===== config.mk =====
export PLATFORM = sky130hd
export DESIGN_NAME = finv_arbiter
export DESIGN_NICKNAME = d
export VERILOG_FILES = /design/src/rtl/finv_arbiter.sv
export SDC_FILE = /design/constraint.sdc
export NUM_CORES = 1
export LEC_CHECK = 0
export CAP_MARGIN = 10
export CORE_UTILIZATION = 25
export CTS_BUF_LIST = sky130_fd_sc_hd__clkbuf_8
export CTS_CLUSTER_SIZE = 24
export DETAILED_ROUTE_END_ITERATION = 8
export GPL_ROUTABILITY_DRIVEN = 0
export PLACE_DENSITY = 0.68
export SYNTH_ARGS = -nofsm -noshare
export SYNTH_HDL_FRONTEND = slang
export SYNTH_SLANG_ARGS = --single-unit

===== constraint.sdc =====
create_clock -name clk -period 7.9 [get_ports clk]
set_input_delay 0.79 -clock clk [delete_from_list [all_inputs] [get_ports clk]]
set_output_delay 0.79 -clock clk [all_outputs]
set_load 0.02 [all_outputs]

===== src/rtl/finv_arbiter.sv =====
// finv_arbiter: round-robin sharing of one pipelined finv unit among NREQ requesters.
// Optional per-requester issue counters are built when FINV_ARB_STATS_EN is defined.
module finv_arbiter #(
    parameter int NREQ = 4,
    parameter int LAT  = 2,
    localparam int IW  = $clog2(NREQ)
) (
    input  logic                clk,
    input  logic                rst,
    input  logic [NREQ-1:0]     req_valid,
    input  logic [NREQ*32-1:0]  req_x,
    output logic [NREQ-1:0]     req_ready,
    output logic [31:0]         finv_x,
    input  logic [31:0]         finv_y,
    output logic [NREQ-1:0]     resp_valid,
    output logic [NREQ*32-1:0]  resp_y,
    input  logic [NREQ-1:0]     resp_ready
`ifdef FINV_ARB_STATS_EN
    ,
    output logic [NREQ*16-1:0]  stat_issue
`endif
);

    logic [NREQ-1:0] busy_s;
    logic [NREQ-1:0] elig_s;
    logic            grant_vld_s;
    logic [IW-1:0]   grant_idx_s;
    logic [IW:0]     cand_s;
    logic [IW-1:0]   cidx_s;
    logic [IW-1:0]   ptr_r;
    logic [LAT-1:0]  tag_vld_r;
    logic [IW-1:0]   tag_idx_r [LAT];

    // A requester is busy while it owns an in-flight op or an unread result.
    always_comb begin
        busy_s = resp_valid;
        for (int i = 0; i < NREQ; i++) begin
            for (int j = 0; j < LAT; j++) begin
                if (tag_vld_r[j] && (tag_idx_r[j] == IW'(i))) begin
                    busy_s[i] = 1'b1;
                end else begin
                    busy_s[i] = busy_s[i];
                end
            end
        end
        elig_s = req_valid & ~busy_s;
    end

    // Rotating-priority search from ptr_r; the wrap is explicit for non-power-of-two NREQ.
    always_comb begin
        grant_vld_s = 1'b0;
        grant_idx_s = '0;
        cand_s      = '0;
        cidx_s      = '0;
        for (int k = 0; k < NREQ; k++) begin
            cand_s = {1'b0, ptr_r} + (IW+1)'(k);
            if (cand_s >= (IW+1)'(NREQ)) begin
                cand_s = cand_s - (IW+1)'(NREQ);
            end else begin
                cand_s = cand_s;
            end
            cidx_s = cand_s[IW-1:0];
            if (!grant_vld_s && elig_s[cidx_s]) begin
                grant_vld_s = 1'b1;
                grant_idx_s = cidx_s;
            end else begin
                grant_vld_s = grant_vld_s;
            end
        end
    end

    // Handshake and operand mux; an idle slot feeds zero into finv.
    always_comb begin
        req_ready = '0;
        finv_x    = 32'h0000_0000;
        if (grant_vld_s) begin
            req_ready[grant_idx_s] = 1'b1;
            finv_x                 = req_x[{grant_idx_s, 5'd0} +: 32];
        end else begin
            req_ready = '0;
            finv_x    = 32'h0000_0000;
        end
    end

    // Round-robin pointer, owner tag pipe and per-requester result buffers.
    always_ff @(posedge clk or posedge rst) begin
        if (rst) begin
            ptr_r      <= '0;
            tag_vld_r  <= '0;
            for (int j = 0; j < LAT; j++) begin
                tag_idx_r[j] <= '0;
            end
            resp_valid <= '0;
            resp_y     <= '0;
        end else begin
            if (grant_vld_s) begin
                ptr_r <= (grant_idx_s == IW'(NREQ-1)) ? '0 : grant_idx_s + IW'(1);
            end else begin
                ptr_r <= ptr_r;
            end
            tag_vld_r[0] <= grant_vld_s;
            tag_idx_r[0] <= grant_idx_s;
            for (int j = 1; j < LAT; j++) begin
                tag_vld_r[j] <= tag_vld_r[j-1];
                tag_idx_r[j] <= tag_idx_r[j-1];
            end
            for (int i = 0; i < NREQ; i++) begin
                if (tag_vld_r[LAT-1] && (tag_idx_r[LAT-1] == IW'(i))) begin
                    resp_valid[i]        <= 1'b1;
                    resp_y[32*i +: 32]   <= finv_y;
                end else if (resp_valid[i] && resp_ready[i]) begin
                    resp_valid[i]        <= 1'b0;
                end else begin
                    resp_valid[i]        <= resp_valid[i];
                end
            end
        end
    end

`ifdef FINV_ARB_STATS_EN
    // Per-requester grant counters; 16-bit wrap is intentional.
    always_ff @(posedge clk or posedge rst) begin
        if (rst) begin
            stat_issue <= '0;
        end else begin
            for (int i = 0; i < NREQ; i++) begin
                if (req_ready[i]) begin
                    stat_issue[16*i +: 16] <= stat_issue[16*i +: 16] + 16'd1;
                end else begin
                    stat_issue[16*i +: 16] <= stat_issue[16*i +: 16];
                end
            end
        end
    end
`endif

endmodule


== Word level (Yosys, flattened, before mapping) ==
Index checks and enable logic that the tools add are counted.
Cells by class
  equal/unequal tests: 7
  magnitude comparators: 10
  shift operators: 1
  bitwise operators: 2
  add/subtract/negate cells: 8
  div/mod/pow operators: 0
  reductions and logical operators: 25
  multiply operators: 0
  multiplexer cells: 41
Operators by type and width (number)
  variable part select 128 x 8 -> 32 bit: 1
  2-to-1 mux 32 bit: 1
  2-to-1 mux 1 bit: 25
  2-to-1 mux 2 bit: 9
  logical AND 1 bit: 16
  less-than comparator 2 x 3 -> 1 bit, second input constant: 5
  equality test 2 bit, second input constant: 5
  >= comparator 3 bit, second input constant: 3
  binary-select mux 1 bit (select 2 bit): 4
  nonzero test 2 bit: 4
  subtractor 2 x 1 -> 2 bit, second input constant: 4
  adder 2 x 2 -> 3 bit, second input constant: 2
  AND 4 bit: 1
  equality test 2 x 1 -> 1 bit, second input constant: 2
  zero test 2 bit: 2
  2-to-1 mux 4 bit: 1
  NOT 4 bit: 1
  adder 2 x 1 -> 3 bit, second input constant: 1
  >= comparator 2 x 3 -> 1 bit, second input constant: 1
  zero test 1 bit: 3
  adder 2 x 1 -> 2 bit, second input constant: 1
  demux 1 bit (select 2 bit): 1
  >= comparator 2 x 1 -> 1 bit, second input constant: 1
Storage, ports and cells
  output and inout port bits: 168
  register bits: 140
  memory bits (read-only): 0
  RAM bits: 0
  memories kept: 0
  latch bits: 0

== Longest topological paths before layout ==
Gate-level depths: netlist of run 1.
  depth in word-level cells: 23
  depth in mapped cells: 10

== Worst setup path before layout of run 1 ==
No wires, ideal clock.
  path kind: input port to output port
  from: in req_valid[0]
  to: out req_ready[3]
  stages on the path: 8
  data arrival time: 2.342 ns
  path slack: 4.768 ns
  path through: nor4b_4 > a21oi_1 > o21ai_1 > o2bb2ai_1 > clkbuf_1 > inv_1 > ha_1 > and2_1
On the way
  cells in the longest elaborated chain, start to end: 18
  elaborated cells on any way between the ends: 29
  classes of those cells: 2 x order compare; 19 x mux; 1 x bitwise; 7 x reduce/logical
RTL lines
  start: declaration: line 10  | input logic [NREQ-1:0] req_valid,
  AND 4 bit (*): line 46  | elig_s = req_valid & ~busy_s;
  binary-select mux 1 bit (select 2 bit): line 63  | if (!grant_vld_s && elig_s[cidx_s]) begin
  2-to-1 mux 1 bit (not written as such): line 63
  2-to-1 mux 1 bit: line 63
  zero test 1 bit: line 63
  logical AND 1 bit: line 63
  2-to-1 mux 1 bit: line 63
  zero test 1 bit: line 63
  (+3 left out)
  logical AND 1 bit: line 63
  2-to-1 mux 2 bit (*): line 63
  net grant_idx_s[1]: line 27  | logic [IW-1:0] grant_idx_s;
  less-than comparator 2 x 3 -> 1 bit (not written as such) / >= comparator 2 x 1 -> 1 bit (equally long branches): line 77  | req_ready[grant_idx_s] = 1'b1;
  logical AND 1 bit (not written as such): line 77
  2-to-1 mux 1 bit (not written as such): line 77
  demux 1 bit (select 2 bit) (*): line 77
  2-to-1 mux 4 bit (*): line 76  | if (grant_vld_s) begin
  end: declaration: line 12  | output logic [NREQ-1:0] req_ready,
Mark *: on every way through the listed nets, which the timed path passes. The rest lies on a longest branch. The select of a mux whose other input is x is not followed.

== Worst setup path after layout of run 1 ==
  from: reg tag_idx_r[0] in the netlist's numbering
  to: out finv_x[13]
On the way
  cells in the longest elaborated chain, start to end: 19
  elaborated cells on any way between the ends: 38
  classes of those cells: 3 x eq/ne; 1 x shift; 21 x mux; 2 x bitwise; 11 x reduce/logical
RTL lines
  start: declaration: line 32  | logic [IW-1:0] tag_idx_r [LAT];
  start signal: indexed assignment: line 105  | tag_idx_r[j] <= tag_idx_r[j-1];
  equality test 2 x 1 -> 1 bit (tied with other cells): line 39  | if (tag_vld_r[j] && (tag_idx_r[j] == IW'(i))) begin
  logical AND 1 bit: line 39
  2-to-1 mux 1 bit: line 39
  NOT 4 bit (*): line 46
  AND 4 bit (*): line 46
  binary-select mux 1 bit (select 2 bit): line 63
  2-to-1 mux 1 bit (not written as such): line 63
  2-to-1 mux 1 bit: line 63
  (+3 left out)
  zero test 1 bit: line 63
  logical AND 1 bit: line 63
  2-to-1 mux 1 bit: line 63
  zero test 1 bit: line 63
  logical AND 1 bit: line 63
  2-to-1 mux 2 bit: line 63
  variable part select 128 x 8 -> 32 bit: line 78  | finv_x = req_x[{grant_idx_s, 5'd0} +: 32];
  2-to-1 mux 32 bit (*): line 76
  end: declaration: line 13  | output logic [31:0] finv_x,
Every way passes the cells marked *; elsewhere a longest branch is shown, timed or not. The select of a mux whose other input is x is not followed.

==> impl_metrics.py, run 1 <==
metrics = {
    "drt": {
        "wire_per_inst_um": 16.8,
        "ant_nets": 0,
        "dr_total_vias": 4987,
        "drt_iter0_markers": 211,
        "firstDrtPassIters": 4,
        "drc_errors": 0,
        "routed_via_density": 4.46,
        "wl_um": 18800,
    },
    "placed_design": {
        "portBuffers": 337,
        "dp_hpwl_um": 13600,
        "dp.cells": 1085,
    },
    "power_and_ir_drop": {
        "seq_power_share": 0.257,
        "p_per_area_nw_per_um2": 482,
        "total_power_w": 0.00501,
        "clock_power_share": 0.116,
        "switching_power_w": 0.00203,
        "p_comb_frac": 0.627,
        "swShare": 0.406,
        "leakagePower_nw": 4.24,
        "internal_power_w": 0.00298,
        "peakVddDrop_uv": 222,
    },
    "logic_synthesis": {
        "synthTopCellsByArea": "dfrtp_1, mux2_2, mux2i_1",
        "ys_seq_area_frac": 0.558,
        "ys_types": 30,
        "synth_seq_cells": 140,
        "syn_nets": 619,
        "yosys_warnings": 0,
        "avgSynthCellArea_sq_um": 14.1,
        "syn-instance-count": 445,
        "netlist_area_sq_um": 6280,
        "netlist.top_cell.by_area": "dfrtp_1",
        "netlist.area_leader.share": 0.558,
    },
    "setup_path": {
        "criticalPathCategory": "reg -> out",
        "rr_startpoint": "tag_idx_r[0]",
        "r2r-end": "ptr_r[0]",
        "setup.worst_path.end": "finv_x[13]",
        "path_max_fanout": 62,
        "startpoint": "tag_idx_r[0]",
        "reg2reg_slack_ps": 4500,
        "crit_path_end_kind": "output pin",
        "worst_ep_arrival_time_ps": 4460,
        "worstRegToRegCells": 8,
        "critPathLaunchType": "register",
        "worst-endpoint-required_ps": 7110,
    },
    "cts": {
        "cts_tree": "yes",
        "clk-insertion-delay-late_ps": 440,
        "cts-buffers-inserted": 17,
        "path_clk_slew_ps": 80,
        "clockBufferDepth": 2,
        "hold_buffers": 0,
        "cts_resized": 0,
        "numClockSinks": 140,
        "htreeDepth": 4,
        "cts_setup_buffers": 0,
        "cts-root-buf": "clkbuf_8",
    },
    "sta": {
        "fin_crit_sh": 0.665,
        "tns_ps": 0,
        "hold_ws_ps": 463,
        "worstMarginPinSlew_ps": 1010,
        "max_freq_mhz": 190,
        "maxSlewHeadroom": 0.328,
        "drv_slew": 0,
        "setup_violations": 0,
        "rsz0062_at_grt": "no",
        "final_hold_viol_count": 0,
        "post-route-min-period_ps": 5250,
        "clock_skew_ps": 11.1,
    },
    "min_path": {
        "min_path_type": "reg -> reg",
        "hp-start": "tag_vld_r[0]",
    },
    "run": {
        "maxCapViolCount": 0,
    },
    "cells_and_area": {
        "n_fill_cell": 2308,
        "nets": 954,
        "antenna_cells": 0,
        "layoutNonFillerInstCount": 1117,
        "final_common_cell": "clkdlybuf4s50_1",
        "drive_gt1_frac": 0.218,
        "layout_common_cells": "clkdlybuf4s50_1, dfrtp_1, mux2_2",
        "area_growth_pct": 65.6,
    },
    "global_routing": {
        "grt_pass1_wl_um": 28900,
        "grt_max_degree": 73,
        "grt_usage": 0.145,
        "grt_pass1_vias": 5129,
        "grt_overflow": 0,
        "antenna_found_initial": 0,
    },
    "outcome": {
        "outcome": "complete, no violations",
    },
    "die": {
        "fp.dieW_um": 161,
        "die_y_um": 161,
        "fp.coreArea_sq_um": 24500,
        "num_io_pins": 338,
        "start_util": 0.257,
        "dieArea_sq_um": 25800,
        "num_rows": 57,
    },
}
-- Yosys cell counts, drive strengths merged --
| library cell | count |
|---|---|
| dfrtp | 140 |
| mux2 | 128 |
| mux2i | 65 |
| o22ai | 32 |
| clkbuf | 19 |
| inv | 9 |
| buf | 8 |
| o21ai | 8 |
| nand3 | 5 |
| and2 | 4 |
| ha | 4 |
| a21oi | 3 |
| nand2 | 3 |
| nand3b | 3 |
| nor2 | 2 |
| nor3b | 2 |
| a21boi | 1 |
| a21o | 1 |
| and3 | 1 |
| nand4 | 1 |
| nor2b | 1 |
| nor3 | 1 |
| nor4b | 1 |
| o2111a | 1 |
| o221a | 1 |
| o2bb2ai | 1 |
-- how the worst min path moves through the flow --
stage,to,slack [ps],cells past startpoint
CTS,tag_vld_r[1],460,0
finish,tag_vld_r[1],460,0
floorplan,tag_idx_r[0],410,0
global placement,tag_vld_r[1],440,0
global route,tag_vld_r[1],490,0
detailed placement,tag_vld_r[1],430,0
-- critical path, cell delays in order (launching register included) --
cell             delay (ps)
dfrtp_1                 440
nand3_2                 700
nand4_1                 410
a21oi_1                 260
o221a_4                 290
buf_4                   790
mux2i_1                 200
o22ai_1                 260
clkdlybuf4s50_1         650
-- area by class of cell --
class                           count  area [sq um]  share of cell area
Clock inverter                     15           163              0.0156
Multi-Input combinational cell    269          2640               0.254
Timing Repair Buffer              343          3420               0.329
Tap cell                          324           405              0.0390
Clock buffer                       17           234              0.0225
Sequential cell                   140          3500               0.337
Inverter                            9          38.8             0.00373
-- flip-flops by register name (all words and copies together) (netlist names) --
signal	flops
tag_idx_r	4
resp_y	128
resp_valid	4
ptr_r	2
tag_vld_r	2
-- cell families (layout without fill, tap and decap cells) --
logic type,after synthesis,in the layout,synth area share
buffers and inverters,36,384,0.0271
adder cells (fa/ha/maj),4,4,0.00797
AND/OR/NAND/NOR,24,24,0.0263
flip-flops,140,140,0.558
AO/OA/AOI/OAI,48,48,0.0480
multiplexers,193,193,0.333
-- routing by layer --
| layer | share of wire | GRT usage | wire length, um | up-vias |
|---|---|---|---|---|
| li1 | - | - | - | 2318 |
| met1 | 0.43 | 0.182 | 8130 | 2463 |
| met2 | 0.50 | 0.245 | 9340 | 187 |
| met3 | 0.053 | 0.0338 | 996 | 19 |
| met4 | 0.015 | 0.0463 | 287 | 0 |
| met5 | 0 | 0 | 0 | - |
-- stage by stage --
stage	area (sq um)	util	setup slack [ps]
floorplan	6280	-	3360
global placement	10000	0.409	3080
detailed placement	10000	0.409	3000
CTS	10400	0.425	2510
global route	10400	0.425	2300
finish	10400	0.425	2650
-- power groups by stage --
| stage | clock network [W] | registers, W | logic (W) |
|---|---|---|---|
| after global routing | 0.000637 | 0.00134 | 0.00333 |
| after detailed placement | 0 | 0.00130 | 0.00318 |
| after CTS | 0.000608 | 0.00129 | 0.00319 |
| after floorplan | 0 | 0.00171 | 0.00137 |
| final | 0.000581 | 0.00129 | 0.00315 |
| after global placement | 0 | 0.00129 | 0.00316 |
(Power assumes the default switching activity.)
==> run 2: changes to the inputs <==
PLACE_DENSITY = 0.7   (was 0.68)
clock period = 4.7 ns   (was 7.9 ns; I/O delays follow)
==> run 2 against run 1 <==
- sequential cell count stayed put
- clock skew grew 2.3 ps
- highest routed layer unchanged
- sequential power up 68%
- die area did not move
- via count fell by 0.12%
- largest power group unchanged
- sequential share of layout area shrank 0.073 points
- total power rose by 68%
- core utilization up 0.092 points
- critical path depth grew 1
- worst hold slack got worse by 4.8 ps
==> impl_metrics.py, run 2 (synthesized netlist as in run 1, its figures left out) <==
metrics = {
    "cells_and_area": {
        "antenna_cells": 0,
        "top_regs": "resp_y x128, resp_valid x4, tag_idx_r x4",
        "nets": 959,
        "n_fill_cell": 2336,
        "layout_common_cells": "clkdlybuf4s50_1, dfrtp_1, mux2_2",
        "area_growth_pct": 65.9,
        "largest_reg_flops": 128,
        "final_common_cell": "clkdlybuf4s50_1",
        "drive_gt1_frac": 0.223,
        "regMostFlops": "resp_y",
    },
    "sta": {
        "fin_crit_sh": 0.819,
        "worstMarginPinSlew_ps": 796,
        "final_hold_viol_count": 0,
        "post-route-min-period_ps": 3850,
        "hold_ws_ps": 458,
        "clock_skew_ps": 13.4,
        "drv_slew": 0,
        "rsz0062_at_grt": "no",
        "max_freq_mhz": 260,
        "setup_violations": 0,
        "maxSlewHeadroom": 0.469,
        "tns_ps": 0,
    },
    "cts": {
        "htreeDepth": 4,
        "cts_tree": "yes",
        "clk-insertion-delay-late_ps": 440,
        "hold_buffers": 0,
        "cts-buffers-inserted": 17,
        "cts_resized": 0,
        "clockBufferDepth": 2,
        "numClockSinks": 140,
        "cts-root-buf": "clkbuf_8",
        "cts_setup_buffers": 0,
        "path_clk_slew_ps": 80,
    },
    "global_routing": {
        "grt_max_degree": 90,
        "grt_usage": 0.151,
        "grt_pass1_wl_um": 29900,
        "grt_pass1_vias": 5208,
        "antenna_found_initial": 0,
        "grt_overflow": 0,
    },
    "drt": {
        "drc_errors": 0,
        "ant_nets": 0,
        "dr_total_vias": 4981,
        "wire_per_inst_um": 17.1,
        "firstDrtPassIters": 4,
        "routed_via_density": 4.44,
        "wl_um": 19200,
        "drt_iter0_markers": 187,
    },
    "setup_path": {
        "worst-endpoint-required_ps": 4230,
        "worst_ep_arrival_time_ps": 3380,
        "rr_startpoint": "tag_vld_r[1]",
        "path_max_fanout": 34,
        "critPathSlowestCell": "clkdlybuf4s50_1",
        "crit_chain": "nand3b_1 > buf_4 > nand3_1 > o21ai_0 > a21boi_1 > o21ai_2 > buf_4 > o22ai_1 > clkdlybuf4s50_1",
        "r2r-end": "ptr_r[0]",
        "worstRegToRegCells": 7,
        "setup.worst_path.end": "finv_x[0]",
        "startpoint": "tag_idx_r[0]",
        "criticalPathCategory": "reg -> out",
        "reg2reg_slack_ps": 2440,
        "critPathLaunchType": "register",
        "crit_path_end_kind": "output pin",
        "crit_path_frequent_cell": "buf_4",
        "slowest_delay_ps": 570,
    },
    "die": {
        "num_io_pins": 338,
        "num_rows": 57,
        "dieArea_sq_um": 25800,
        "die_y_um": 161,
        "fp.dieW_um": 161,
        "start_util": 0.257,
        "fp.coreArea_sq_um": 24500,
    },
    "outcome": {
        "outcome": "complete, no violations",
    },
    "power_and_ir_drop": {
        "leakagePower_nw": 4.26,
        "p_per_area_nw_per_um2": 809,
        "peakVddDrop_uv": 419,
    },
    "min_path": {
        "worstHoldPathCells": 0,
        "min_path_type": "reg -> reg",
        "hp-start": "tag_idx_r[2]",
    },
    "placed_design": {
        "portBuffers": 337,
        "dp_hpwl_um": 13900,
    },
    "run": {
        "maxCapViolCount": 0,
    },
}
[run 2: cell type report]
class / instances / area (sq um) / area share
Multi-Input combinational cell: 269 / 2630 / 0.253
Inverter: 9 / 38.8 / 0.00372
Tap cell: 324 / 405 / 0.0389
Sequential cell: 140 / 3500 / 0.336
Clock buffer: 19 / 262 / 0.0251
Timing Repair Buffer: 348 / 3470 / 0.333
Clock inverter: 12 / 115 / 0.0110
[run 2: power breakdown]
| group | total, W | switching (W) | internal (W) | leakage (nW) |
|---|---|---|---|---|
| Combinational | 0.00533 | 0.00261 | 0.00271 | 2.43 |
| Sequential | 0.00217 | 0.000334 | 0.00183 | 1.64 |
| Clock | 0.000933 | 0.000484 | 0.000449 | 0.190 |
| Total | 0.00843 | 0.00343 | 0.00500 | 4.26 |
[run 2: per-stage QoR]
step           area, sq um  power, W   util  std cells  setup slack (ps)
5_1_grt              10400   0.00893  0.426       1121               538
2_1_floorplan         6280   0.00518      -        445               477
6_report             10400   0.00843  0.426       1121               850
3_5_place_dp         10000   0.00758  0.411       1090               983
3_3_place_gp         10000   0.00751  0.411       1090              1020
4_1_cts              10400   0.00856  0.426       1121               765
[run 2: worst max-delay path, delay by kind of cell, from the launching register on]
family,cells,cell delay [ps]
simple gates,2,370
flops,1,450
compound gates,4,680
buf+inv,3,1410
[run 2: how the worst min path moves through the flow]
stage	to	slack (ps)
3_5_place_dp	tag_idx_r[0]	440
6_report	tag_idx_r[0]	460
4_1_cts	tag_idx_r[0]	450
3_3_place_gp	tag_vld_r[1]	430
2_1_floorplan	tag_idx_r[0]	410
5_1_grt	tag_idx_r[0]	460
[run 2: metal layers]
metal	global-route usage	vias up	part of all wire
met5	0	-	0
met4	0.0416	0	0.014
met3	0.0496	19	0.065
met2	0.256	196	0.50
met1	0.183	2453	0.42
li1	-	2313	-
==> run 3: changes to the inputs <==
PLACE_DENSITY = 0.68   (was 0.7)
clock period = 3.8 ns   (was 4.7 ns; I/O delays follow)
==> run 3 against run 2 <==
- worst setup slack got worse by 600 ps
- core utilization rose by 0.24 points
- first-iteration DRC count shrank 19%
- register-to-register slack got worse by 920 ps
- via count increased by 1.2%
- clock skew is 2.5 ps lower
- sequential power up 24%
- largest power group unchanged
==> impl_metrics.py, run 3 (synthesized netlist as in run 1, its figures left out) <==
metrics = {
    "sta": {
        "maxSlewHeadroom": 0.304,
        "tns_ps": 0,
        "rsz0062_at_grt": "no",
        "worstMarginPinSlew_ps": 1040,
        "setup_violations": 0,
        "clock_skew_ps": 10.9,
        "drv_slew": 0,
        "max_freq_mhz": 282,
        "hold_ws_ps": 456,
        "final_hold_viol_count": 0,
        "fin_crit_sh": 0.933,
        "post-route-min-period_ps": 3550,
        "setup_slack_ps": 254,
    },
    "setup_path": {
        "worst-endpoint-required_ps": 3420,
        "path_max_fanout": 23,
        "crit_path_end_kind": "output pin",
        "reg2reg_slack_ps": 1520,
        "setup.worst_path.end": "finv_x[30]",
        "rr_startpoint": "tag_vld_r[1]",
        "startpoint": "tag_vld_r[1]",
        "criticalPathCategory": "reg -> out",
        "worst_ep_arrival_time_ps": 3170,
        "r2r-end": "ptr_r[0]",
        "worstRegToRegCells": 8,
        "critPathLaunchType": "register",
    },
    "cts": {
        "cts-buffers-inserted": 17,
        "cts_setup_buffers": 0,
        "cts_tree": "yes",
        "cts-root-buf": "clkbuf_8",
        "numClockSinks": 140,
        "htreeDepth": 4,
        "cts_resized": 0,
        "clk-insertion-delay-late_ps": 440,
        "hold_buffers": 0,
        "clockBufferDepth": 2,
        "path_clk_slew_ps": 70,
    },
    "cells_and_area": {
        "design_area_sq_um": 10500,
        "area_growth_pct": 66.9,
        "final_common_cell": "clkdlybuf4s50_1",
        "drive_gt1_frac": 0.219,
        "n_fill_cell": 2320,
        "layout_common_cells": "clkdlybuf4s50_1, dfrtp_1, mux2_2",
        "antenna_cells": 0,
        "nets": 959,
        "largest_reg_flops": 128,
        "regMostFlops": "resp_y",
        "top_regs": "resp_y x128, resp_valid x4, tag_idx_r x4",
    },
    "drt": {
        "wl_um": 19700,
        "firstDrtPassIters": 4,
        "wire_per_inst_um": 17.6,
        "drt_iter0_markers": 152,
        "ant_nets": 0,
        "routed_via_density": 4.49,
        "dr_total_vias": 5043,
        "drc_errors": 0,
    },
    "global_routing": {
        "grt_pass1_wl_um": 30300,
        "antenna_found_initial": 0,
        "grt_max_degree": 58,
        "grt_overflow": 0,
        "grt_pass1_vias": 5230,
        "grt_usage": 0.153,
    },
    "run": {
        "maxCapViolCount": 0,
    },
    "min_path": {
        "min_path_type": "reg -> reg",
    },
    "die": {
        "die_y_um": 161,
        "fp.dieW_um": 161,
        "start_util": 0.257,
        "num_io_pins": 338,
        "num_rows": 57,
        "dieArea_sq_um": 25800,
        "fp.coreArea_sq_um": 24500,
    },
    "power_and_ir_drop": {
        "p_per_area_nw_per_um2": 1010,
        "leakagePower_nw": 4.30,
        "peakVddDrop_uv": 526,
    },
    "placed_design": {
        "pre_cts_ws_ps": 453,
        "dp_hpwl_um": 14000,
        "place_area_sq_um": 10100,
        "portBuffers": 337,
    },
    "outcome": {
        "outcome": "complete, no violations",
    },
}
==> run 3: changes by cell type in the layout (fill, tap and decap cells not counted), sizes merged <==
| cell | before | now |
|---|---|---|
| inv | 12 | 13 |
| bufinv | 1 | 3 |
| clkinv | 6 | 5 |
| clkinvlp | 2 | 1 |
==> run 3: final cells by class <==
| type | count | area (sq um) | share of cell area |
|---|---|---|---|
| Clock inverter | 13 | 150 | 0.0143 |
| Inverter | 9 | 37.5 | 0.00358 |
| Timing Repair Buffer | 348 | 3490 | 0.333 |
| Multi-Input combinational cell | 269 | 2630 | 0.251 |
| Tap cell | 324 | 405 | 0.0387 |
| Sequential cell | 140 | 3500 | 0.334 |
| Clock buffer | 19 | 262 | 0.0249 |
==> run 3: power by group <==
group / internal [W] / switching, W
combinational: 0.00336 / 0.00327
clock: 0.000679 / 0.000581
sequential: 0.00227 / 0.000415
==> run 3: critical path, cell delays in order, from the launching register on <==
cell	delay, ps
dfrtp_1	430
nor3b_4	190
nor4b_4	380
mux2i_1	150
o221a_4	300
buf_4	240
mux2i_1	150
o22ai_1	240
clkdlybuf4s50_1	650
==> run 3: through the flow <==
stage | util | instances | power, W
finish | 0.429 | 1122 | 0.0106
global route | 0.429 | 1122 | 0.0111
floorplan | - | 445 | 0.00641
detailed placement | 0.412 | 1090 | 0.00940
CTS | 0.429 | 1122 | 0.0107
global placement | 0.412 | 1090 | 0.00932
==> run 3: how the worst min path moves through the flow <==
stage                     cells after the start  slack [ps]             to          start
after floorplan                               0         410   tag_idx_r[0]   tag_idx_r[2]
after global placement                        0         430   tag_vld_r[1]   tag_vld_r[0]
after detailed placement                      0         440   tag_vld_r[1]   tag_vld_r[0]
after CTS                                     0         460   tag_vld_r[1]   tag_vld_r[0]
after global routing                          2         470  resp_valid[2]  resp_ready[2]
final                                         0         460   tag_vld_r[1]   tag_vld_r[0]
==> run 3: layer usage <==
metal,wire length [um],up-vias,share of wire,global-route usage
met5,0,-,0,0
met2,9980,201,0.51,0.252
met4,400,0,0.020,0.0502
met3,1330,25,0.067,0.0455
met1,8000,2498,0.41,0.189
li1,-,2319,-,-
